`src/rtl/acc_pkg.sv`:
```
// acc_pkg: shared FSM state type and default widths for the stream accumulator
package acc_pkg;
  typedef enum logic [1:0] {IDLE, ACC, HOLD} acc_state_t;
  localparam int DEF_WIDTH   = 32;
  localparam int DEF_COUNT_W = 8;
endpackage

```
`src/rtl/acc_adder_core.sv`:
```
// acc_adder_core: combinational a+b with unsigned carry-out and signed overflow
module acc_adder_core #(
  parameter int WIDTH = 32
) (
  input  logic [WIDTH-1:0] i_a,
  input  logic [WIDTH-1:0] i_b,
  output logic [WIDTH-1:0] o_sum,
  output logic             o_cout,
  output logic             o_ovf
);
  assign {o_cout, o_sum} = {1'b0, i_a} + {1'b0, i_b};
  assign o_ovf = (i_a[WIDTH-1] == i_b[WIDTH-1]) && (o_sum[WIDTH-1] != i_a[WIDTH-1]);
endmodule

```
`src/rtl/stream_accumulator.sv`:
```
// stream_accumulator: sums one frame of streamed operands and holds the result with sticky flags
module stream_accumulator
  import acc_pkg::*;
#(
  parameter int WIDTH   = DEF_WIDTH,
  parameter int COUNT_W = DEF_COUNT_W
) (
  input  logic               clk,
  input  logic               rst_n,
  input  logic               in_valid,
  output logic               in_ready,
  input  logic [WIDTH-1:0]   in_data,
  input  logic [COUNT_W-1:0] frame_len,
  output logic               out_valid,
  input  logic               out_ready,
  output logic [WIDTH-1:0]   out_sum,
  output logic               out_carry,
  output logic               out_ovf,
  output logic               busy
);
  acc_state_t         r_state;
  logic [WIDTH-1:0]   r_acc;
  logic               r_carry;
  logic               r_ovf;
  logic [COUNT_W-1:0] r_rem;
  logic [WIDTH-1:0]   w_sum;
  logic               w_cout;
  logic               w_ovf;
  logic               w_beat;
  logic [COUNT_W-1:0] w_len_m1;

  acc_adder_core #(.WIDTH(WIDTH)) u_adder (
    .i_a    (r_acc),
    .i_b    (in_data),
    .o_sum  (w_sum),
    .o_cout (w_cout),
    .o_ovf  (w_ovf)
  );

  assign in_ready  = (r_state != HOLD);
  assign out_valid = (r_state == HOLD);
  assign busy      = (r_state != IDLE);
  assign out_sum   = r_acc;
  assign out_carry = r_carry;
  assign out_ovf   = r_ovf;
  assign w_beat    = in_valid && in_ready;
  // a zero-length frame behaves as a single-operand frame
  assign w_len_m1  = (frame_len == '0) ? '0 : frame_len - COUNT_W'(1);

  always_ff @(posedge clk or negedge rst_n) begin
    if (!rst_n) begin
      r_state <= IDLE;
      r_acc   <= '0;
      r_carry <= 1'b0;
      r_ovf   <= 1'b0;
      r_rem   <= '0;
    end else begin
      case (r_state)
        IDLE: if (w_beat) begin
          r_acc   <= in_data;
          r_carry <= 1'b0;
          r_ovf   <= 1'b0;
          r_rem   <= w_len_m1;
          r_state <= (w_len_m1 == '0) ? HOLD : ACC;
        end
        ACC: if (w_beat) begin
          r_acc   <= w_sum;
          r_carry <= r_carry | w_cout;
          r_ovf   <= r_ovf | w_ovf;
          r_rem   <= r_rem - COUNT_W'(1);
          r_state <= (r_rem == COUNT_W'(1)) ? HOLD : ACC;
        end
        HOLD: if (out_ready) r_state <= IDLE;
        default: r_state <= IDLE;
      endcase
    end
  end
endmodule

```
`config.mk`:
```
export PLATFORM = sky130hd
export DESIGN_NAME = stream_accumulator
export DESIGN_NICKNAME = d
export VERILOG_FILES = /design/src/rtl/acc_pkg.sv /design/src/rtl/acc_adder_core.sv /design/src/rtl/stream_accumulator.sv
export SDC_FILE = /design/constraint.sdc
export NUM_CORES = 1
export LEC_CHECK = 0
export CELL_PAD_IN_SITES_DETAIL_PLACEMENT = 0
export CELL_PAD_IN_SITES_GLOBAL_PLACEMENT = 1
export CORE_UTILIZATION = 29
export CTS_CLUSTER_DIAMETER = 60
export DETAILED_ROUTE_END_ITERATION = 16
export HOLD_SLACK_MARGIN = 0.05
export PLACE_DENSITY_LB_ADDON = 0.1
export REMOVE_ABC_BUFFERS = 1
export SLEW_MARGIN = 0
export SYNTH_ARGS = -nofsm -noshare
export SYNTH_HDL_FRONTEND = slang
export SYNTH_SLANG_ARGS = --single-unit
```
`constraint.sdc`:
```
create_clock -name clk -period 5.34 [get_ports clk]
set_input_delay 1.602 -clock clk [delete_from_list [all_inputs] [get_ports clk]]
set_output_delay 1.602 -clock clk [all_outputs]
set_load 0.05 [all_outputs]
```
Word-level counts from Yosys, hierarchy flattened
Index checks and enable logic that the tools add are counted.
{ "word_totals": {"regBits": 44, "out_inout_bits": 37, "wordCells": 46} }
{ "classes": {"add_sub_neg": 3, "n_eq_ne": 9, "mux": 18, "bitwise": 2, "n_reduce_logical": 9} }
{ "op_table": {"columns": ["op", "n"], "rows": [
  ["32-bit 2-to-1 mux", 2],
  ["32-bit one-hot mux with 2 select lines", 1],
  ["32-bit by 32-bit adder with 33-bit output", 1],
  ["8-bit 2-to-1 mux", 3],
  ["8-bit zero test", 2],
  ["8-bit one-hot mux with 2 select lines", 1],
  ["8-bit by 1-bit subtractor with 8-bit output (second input constant)", 2],
  ["2-bit 2-to-1 mux", 5],
  ["8-bit by 1-bit equality test with 1-bit output (second input constant)", 1],
  ["2-bit inequality test (second input constant)", 3],
  ["2-bit one-hot mux with 3 select lines", 1],
  ["3-bit AND reduction", 2],
  ["1-bit one-hot mux with 2 select lines", 2],
  ["2-bit nonzero test", 2],
  ["1-bit 2-to-1 mux", 3],
  ["2-bit by 1-bit equality test with 1-bit output (second input constant)", 1],
  ["2-bit equality test (second input constant)", 1],
  ["1-bit logical AND", 2],
  ["2-bit zero test", 1],
  ["2-bit by 1-bit inequality test with 1-bit output (second input constant)", 1],
  ["1-bit bitwise OR", 2],
  ["1-bit equality test", 1],
  ["1-bit inequality test", 1]
]} }

Depth between registers and ports, before layout
Gate-level depths: netlist of the first run.
{ "logic_depth": {"word_depth": 6, "depth_mapped": 10} }

Hierarchy
A second synthesis of the first run with hierarchy kept.
{ "hier_totals": {"hier_cells": 490, "area_unflattened_um2": 4119.0} }
{ "by_module_without_submodules": {"columns": ["mod", "instances", "cells_each", "area_each_um2", "seq_area_each_um2"], "rows": [
  ["stream_accumulator", 1, 245, 2367.3, 1101.1],
  ["acc_adder_core", 1, 245, 1751.7, 0.0]
]} }

Worst setup path after synthesis of the first run
No wires, ideal clock.
{ "synth_path": {"kind": "input port to flip-flop", "from": "input port in_data[8]", "to": "register r_acc[17] (netlist: out_sum[17])", "setup_ns": 0.124, "arrival_ns": 3.575, "required_ns": 5.216, "path_slack_ns": 1.641, "stages": 9, "cell_sequence": "ha_1 buf_6 a21o_1 a41o_1 a211o_1 a221o_1 a21oi_4 mux2i_1 a211o_1"} }
{ "synth_between": {"elab_chain_cells": 3} }
{ "synth_rtl": {"columns": ["element", "line_no", "source"], "rows": [
  ["start: declaration", "stream_accumulator.sv:12", "input logic [WIDTH-1:0] in_data,"],
  ["32-bit by 32-bit adder with 33-bit output", "acc_adder_core.sv:11", "assign {o_cout, o_sum} = {1'b0, i_a} + {1'b0, i_b};"],
  ["32-bit 2-to-1 mux", "stream_accumulator.sv:66", "ACC: if (w_beat) begin"],
  ["32-bit one-hot mux with 2 select lines", "stream_accumulator.sv:58", "case (r_state)"],
  ["end signal: assignment", "stream_accumulator.sv:60", "r_acc <= in_data;"],
  ["end signal: assignment", "stream_accumulator.sv:67", "r_acc <= w_sum;"],
  ["end: declaration", "stream_accumulator.sv:22", "logic [WIDTH-1:0] r_acc;"]
]} }
Every way passes these cells. The select of a mux whose other input is x is not followed.
A chain may end at the register's enable or synchronous reset.

Worst setup path in the final report of the first run
{ "layout_path": {"from": "input port in_data[8]", "to": "register r_acc[30] (netlist: out_sum[30])"} }
The elaborated chain is that of the path after synthesis.

==> results of run 1 <==
final cells by class:
| class | instances | area (um^2) |
|---|---|---|
| Tap cell | 180 | 225 |
| Fill cell | 1478 | 8690 |
| Timing Repair Buffer | 85 | 833 |
| Inverter | 11 | 41.3 |
| Multi-Input combinational cell | 463 | 2980 |
| Clock inverter | 3 | 42.5 |
| Sequential cell | 44 | 1100 |
| Clock buffer | 5 | 125 |
report_power, final:
group	total [W]	internal, W	switching (W)	leakage (nW)
clock network	0.000375	0.000221	0.000154	0.0798
logic	0.00264	0.000967	0.00167	1.61
registers	0.000665	0.000504	0.000160	0.522
path summary, 6_finish.rpt:
| path | start | end | slack, ps | cells after the start |
|---|---|---|---|---|
| min reg2reg | out_ovf$_DFFE_PN0P_ | out_ovf$_DFFE_PN0P_ | 510 | 2 |
| max | in_data[8] | out_sum[30]$_DFFE_PN0P_ | 1080 | 9 |
| min in group asynchronous | rst_n | r_rem[6]$_DFFE_PN0P_ | 1400 | 2 |
| max reg2reg | out_sum[8]$_DFFE_PN0P_ | out_sum[30]$_DFFE_PN0P_ | 2440 | 8 |
| max in group asynchronous | rst_n | out_sum[7]$_DFFE_PN0P_ | 3490 | 2 |
| min | out_ovf$_DFFE_PN0P_ | out_ovf$_DFFE_PN0P_ | 510 | 2 |
state kept, by name (all words and copies together) (netlist names):
name and flops:
out_sum 32, r_rem 8, r_state 2, out_carry 1
out_ovf 1
cell families (layout without fill, tap and decap cells):
group | count (synthesis) | after routing
mux | 13 | 13
compound gates | 188 | 188
simple gates | 202 | 202
xor+xnor | 24 | 24
buf+inv | 38 | 104
flops | 44 | 44
fa+ha+maj | 36 | 36
synth_stat cells, drive strengths merged (3+ instances only):
master and count:
a2111oi 4, a211o 5, a211oi 7, a21o 10
a21oi 65, a31oi 6, and3 8, and4 5
buf 5, clkbuf 22, dfrtp 44, ha 35
inv 11, mux2i 12, nand2 59, nand2b 4
nand3 13, nand4 11, nor2 48, nor2b 3
nor3 21, nor3b 3, nor4 6, o211ai 8
o21a 7, o21ai 43, o21bai 4, o22ai 5
o31ai 4, or3 12, xnor2 10, xor2 14
worst max-delay path: cells and delay by family:
family,cells,cell delay (ps)
compound gates,5,1700
fa+ha+maj,1,410
buf+inv,1,430
simple gates,2,280
layer usage:
metal	routed length, um	vias up	global-route usage [%]
met5	0	-	0
met1	6900	2098	27.0
met2	6420	96	33.1
met3	660	12	2.65
met4	174	0	5.26
li1	-	2175	-
per-stage QoR:
step | hold WS (ps) | instances | cell area [um^2] | total power [W] | setup slack, ps
floorplan | 493 | 518 | 4120 | 0.00250 | 1290
global placement | 478 | 783 | 5180 | 0.00328 | 851
detailed placement | 508 | 783 | 5180 | 0.00329 | 856
CTS | 524 | 791 | 5350 | 0.00369 | 1140
global route | 549 | 791 | 5350 | 0.00399 | 896
finish | 512 | 791 | 5350 | 0.00367 | 1080
placed cells by master, fill, tap and decap left out, types with 6 or more instances in the layout:
cell | netlist | layout
a211oi_1 | 6 | 6
a21o_1 | 10 | 10
a21oi_1 | 64 | 64
a31oi_1 | 6 | 6
and3_1 | 7 | 7
clkdlybuf4s50_1 | 0 | 79
dfrtp_1 | 44 | 44
ha_1 | 35 | 35
inv_1 | 11 | 11
mux2i_1 | 12 | 12
nand2_1 | 59 | 59
nand3_1 | 13 | 13
nand4_1 | 11 | 11
nor2_1 | 48 | 48
nor3_1 | 21 | 21
nor4_1 | 6 | 6
o211ai_1 | 8 | 8
o21a_1 | 7 | 7
o21ai_0 | 43 | 43
or3_1 | 12 | 12
xnor2_1 | 10 | 10
xor2_1 | 14 | 14
==> impl_metrics.yaml, run 1 <==
sta:
  hold_viol: 0
  rsz0062_at_grt: "no"
  slew_headroom_pct: 34.5
  finalClockSkew_ps: 5.79
  drv_slew: 0
  period_needed_ps: 4260
  setup_viol: 0
  timing.setup.tns_ps: 0
  worst_pin_slew_ps: 979
  min_period_over_period_pct: 79.8
  fmax_ghz: 0.235
floorplan:
  start_util_pct: 30.1
  rows: 43
  die_height_um: 123
  die_area_mm2: 0.0151
  dieWidth_um: 123
  pin_count: 81
  core_mm2: 0.0140
detailed_routing:
  dr.first_iter.drc_count: 207
  drt-total-wl_um: 14200
  via_per_inst: 5.54
  final_antenna_net_count: 0
  drc: 0
  firstDrtPassIters: 5
  num_vias: 4381
  routedWlPerCell_um: 17.9
synth:
  synthMuxAreaShare_pct: 3.11
  synth_top_area_share_pct: 26.0
  yosys_warnings: 0
  synthAdderAreaFrac_pct: 10.8
  async_flop_share_pct: 100
  postSynthAreaPerCell_um2: 7.76
  synth_xor_area_share_pct: 4.97
  synth_top_family_by_area: "compound AO/OA/AOI/OAI gates"
  syn_inst: 545
  yosys.area_share.simple_pct: 23.4
  synthDistinctLibCells: 64
  synth-seq-cells: 44
  yosysSeqAreaShare_pct: 26.0
  synth_area_mm2: 0.00423
  synth-compound-area-share_pct: 28.1
  synthFlopType: "dfrtp_1"
  synth_area_leaders: "dfrtp_1 26%, ha_1 10%, a21oi_1 7.6%, nand2_1 5.2%, o21ai_0 5.1%"
  synth_edf_count: 0
  yosysTopAreaCell: "dfrtp_1"
worst_setup_path:
  critPathMaxStageDelay_ps: 450
  crit_chain: "clkdlybuf4s50_1, ha_1, a21o_1, nand3b_1, a21oi_1, o311ai_1, a21bo_2, a2111oi_0, nor3_1"
  cp-end-kind: "register"
  path_class: "in2reg"
  startpoint_type: "primary input"
  slowest_stage: "a2111oi_0"
  worst_ep_arrival_time_ps: 4430
  required_ps: 5510
  cp_max_fo: 8
finish:
  layout.nets: 690
  drive_gt1_share_pct: 4.42
  num_antenna_cells: 0
  fin_util_pct: 38.1
  synthToLayoutAreaGrowth_pct: 26.5
clock_network:
  cts_sinks: 44
  htreeDepth: 2
  cts_resized: 0
  cts-buffers-inserted: 5
  cts.path.max_buffers: 2
  insertion_delay_ps: 300
  cts_tree: "yes"
  cts_setup_buffers: 0
  root_buffer: "clkbuf_16"
  clkTransAtPathRegs_ps: 70
  hold_buffers: 0
job:
  cap_violations: 0
place:
  place_hpwl_um: 10200
  port_buffers: 80
  place.gp.congestion: 0.832
power_and_ir_drop:
  p_leak_nw: 2.21
  ir_worst_vdd_mv: 0.258
  p_per_area_mw_per_mm2: 687
global_route:
  grt_max_degree: 53
  grt_usage_pct: 19.9
  antenna_found_initial: 0
  grt-ovfl-total: 0
  grt_pass1_wl_um: 23100
  grt_pass1_vias: 4363
outcome:
  status: "complete, no violations"
min_path:
  hold_path_class: "reg2reg"
(Power assumes the default switching activity.)
==> run 2: changes to the inputs <==
- clock period: 5.34 -> 3.6 ns (I/O delays scaled with it)
==> impl_metrics.yaml, run 2 (synthesized netlist as in run 1, its figures left out) <==
power_and_ir_drop:
  swShare_pct: 50.6
  p_per_area_mw_per_mm2: 1020
  seq_power_share_pct: 16.1
  ir_worst_vdd_mv: 0.369
  p_int_w: 0.00299
  comb_power_share_pct: 74.1
  p_sw_w: 0.00306
  pwr-share-clk_pct: 9.8
  p_leak_nw: 2.60
worst_setup_path:
  path_class: "in2reg"
  critPathMaxStageDelay_ps: 460
  worst_ep_arrival_time_ps: 3620
  slowest_stage: "a221o_1"
  reg2reg_slack_ps: 990
  cp_top_family: "compound AO/OA/AOI/OAI gates"
  crit_chain: "clkdlybuf4s50_1, ha_1, and2_4, and4_2, a211o_1, a221o_1, a21oi_4, mux2i_1, a211o_1"
  path_buf_inv: 1
  startpoint_type: "primary input"
  reg2reg_from: "out_sum[6]$_DFFE_PN0P_"
  cpMostUsedCell: "a211o_1"
  cp-end-kind: "register"
  cp_max_fo: 4
  worstSetupPathDepth: 9
  r2r_cells: 8
  r2r_end: "out_sum[17]$_DFFE_PN0P_"
  required_ps: 3800
outcome:
  status: "complete, no violations"
detailed_routing:
  final_antenna_net_count: 0
  drc: 0
  via_per_inst: 5.34
  drt-total-wl_um: 14800
  routedWlPerCell_um: 17.1
  dr.first_iter.drc_count: 242
  num_vias: 4634
  firstDrtPassIters: 4
clock_network:
  clkTransAtPathRegs_ps: 70
  cts_tree: "yes"
  cts_setup_buffers: 0
  root_buffer: "clkbuf_16"
  insertion_delay_ps: 310
  cts.path.max_buffers: 2
  htreeDepth: 2
  cts-buffers-inserted: 5
  cts_sinks: 44
finish:
  layout.nets: 766
  stdcell_count: 867
  largest_reg_flops: 32
  num_antenna_cells: 0
  final_common_cell: "buf_4"
  layout_common_cells: "82 x buf_4, 77 x clkdlybuf4s50_1, 64 x a21oi_1, 59 x nand2_1, 48 x nor2_1"
  drive_gt1_share_pct: 15.3
  synthToLayoutAreaGrowth_pct: 40.6
global_route:
  grt_usage_pct: 20.6
  grt_max_degree: 45
  grt_pass1_vias: 4680
  grt-ovfl-total: 0
  antenna_found_initial: 0
  grt_pass1_wl_um: 23800
sta:
  worst_pin_slew_ps: 633
  finalClockSkew_ps: 5.93
  hold_viol: 0
  hold_ws_ps: 508
  rsz0062_at_grt: "no"
  slew_headroom_pct: 57.3
  min_period_over_period_pct: 95.2
  timing.setup.tns_ps: 0
  fmax_ghz: 0.292
  period_needed_ps: 3430
  setup_viol: 0
  drv_slew: 0
place:
  port_buffers: 80
  place.gp.congestion: 0.836
  dp.cells: 859
  place_hpwl_um: 11100
floorplan:
  pin_count: 81
  die_height_um: 123
  rows: 43
  start_util_pct: 30.1
  core_mm2: 0.0140
  die_area_mm2: 0.0151
  dieWidth_um: 123
min_path:
  hold_path_class: "reg2reg"
  min_delay_path_depth: 2
  hp-start: "out_ovf$_DFFE_PN0P_"
  worstHoldEndpoint: "out_ovf$_DFFE_PN0P_"
job:
  cap_violations: 0
==> run 2: cell count changes in the layout (fill, tap and decap cells not counted), sizes merged <==
cell and delta:
buf +78, clkinv -1, clkbuf +2, clkinvlp -1, clkdlybuf4s50 -2
==> run 2: power groups by stage <==
stage	Sequential [W]	Combinational (W)	Clock (W)
after floorplan	0.00164	0.00207	0
after global placement	0.000974	0.00446	0
after detailed placement	0.000987	0.00446	0
after CTS	0.000979	0.00449	0.000615
after global routing	0.00101	0.00491	0.000623
final	0.000973	0.00448	0.000595
==> run 2: metrics by stage <==
| step | instance area (um^2) | setup slack [ps] | utilization, % | power (W) |
|---|---|---|---|---|
| 5_1_grt | 5940 | 7.59 | 42.3 | 0.00654 |
| 3_5_place_dp | 5760 | -116 | 41.0 | 0.00544 |
| 2_1_floorplan | 4120 | 68.9 | - | 0.00371 |
| 3_3_place_gp | 5760 | -99.3 | 41.0 | 0.00543 |
| 4_1_cts | 5940 | 188 | 42.3 | 0.00608 |
| 6_report | 5940 | 173 | 42.3 | 0.00605 |
==> run 2: worst max path at each step <==
stage / from / slack (ps) / to
floorplan: in_valid / 70 / out_sum[27]$_DFFE_PN0P_
global placement: in_data[6] / -100 / out_sum[17]$_DFFE_PN0P_
detailed placement: in_data[0] / -120 / out_sum[28]$_DFFE_PN0P_
CTS: in_data[0] / 190 / out_sum[28]$_DFFE_PN0P_
global route: in_data[0] / 8 / out_sum[12]$_DFFE_PN0P_
finish: in_data[6] / 170 / out_sum[17]$_DFFE_PN0P_
==> run 2: metal layers <==
metal  part of all wire (%)  routed length [um]  vias to the layer above  GRT usage (%)
met5                      0                   0                        -              0
met4                    1.4                 204                        0           5.79
met3                    3.7                 554                       14           2.65
met2                     46                6780                       92           34.1
met1                     49                7270                     2204           27.9
li1                       -                   -                     2324              -
==> run 2: worst min-delay path, cell delays in order, from the launching register on <==
cell and delay [ps]:
dfrtp_1 350, nand2_1 50, o31ai_1 70
==> run 2: layout make-up <==
class,instances,area [um^2]
fillers,1475,8100
multi-input cells,463,2980
repair buffers,161,1410
flip-flops and latches,44,1100
well taps,180,225
clock buffers,7,153
inverters,11,41.3
clock inverters,1,30.0
==> run 2: what timing repair did <==
item | 4_1_cts | 5_1_grt
hold buffers | 0 | 0
resized for setup | 0 | 1
setup endpoints to repair | 0 | 1
hold endpoints to repair | 0 | 0
==> run 3: changes to the inputs <==
- CTS_CLUSTER_DIAMETER: 60 -> default
==> results of run 3 <==
Same layout as run 2: the final DEF is identical, and so are final timing and power.
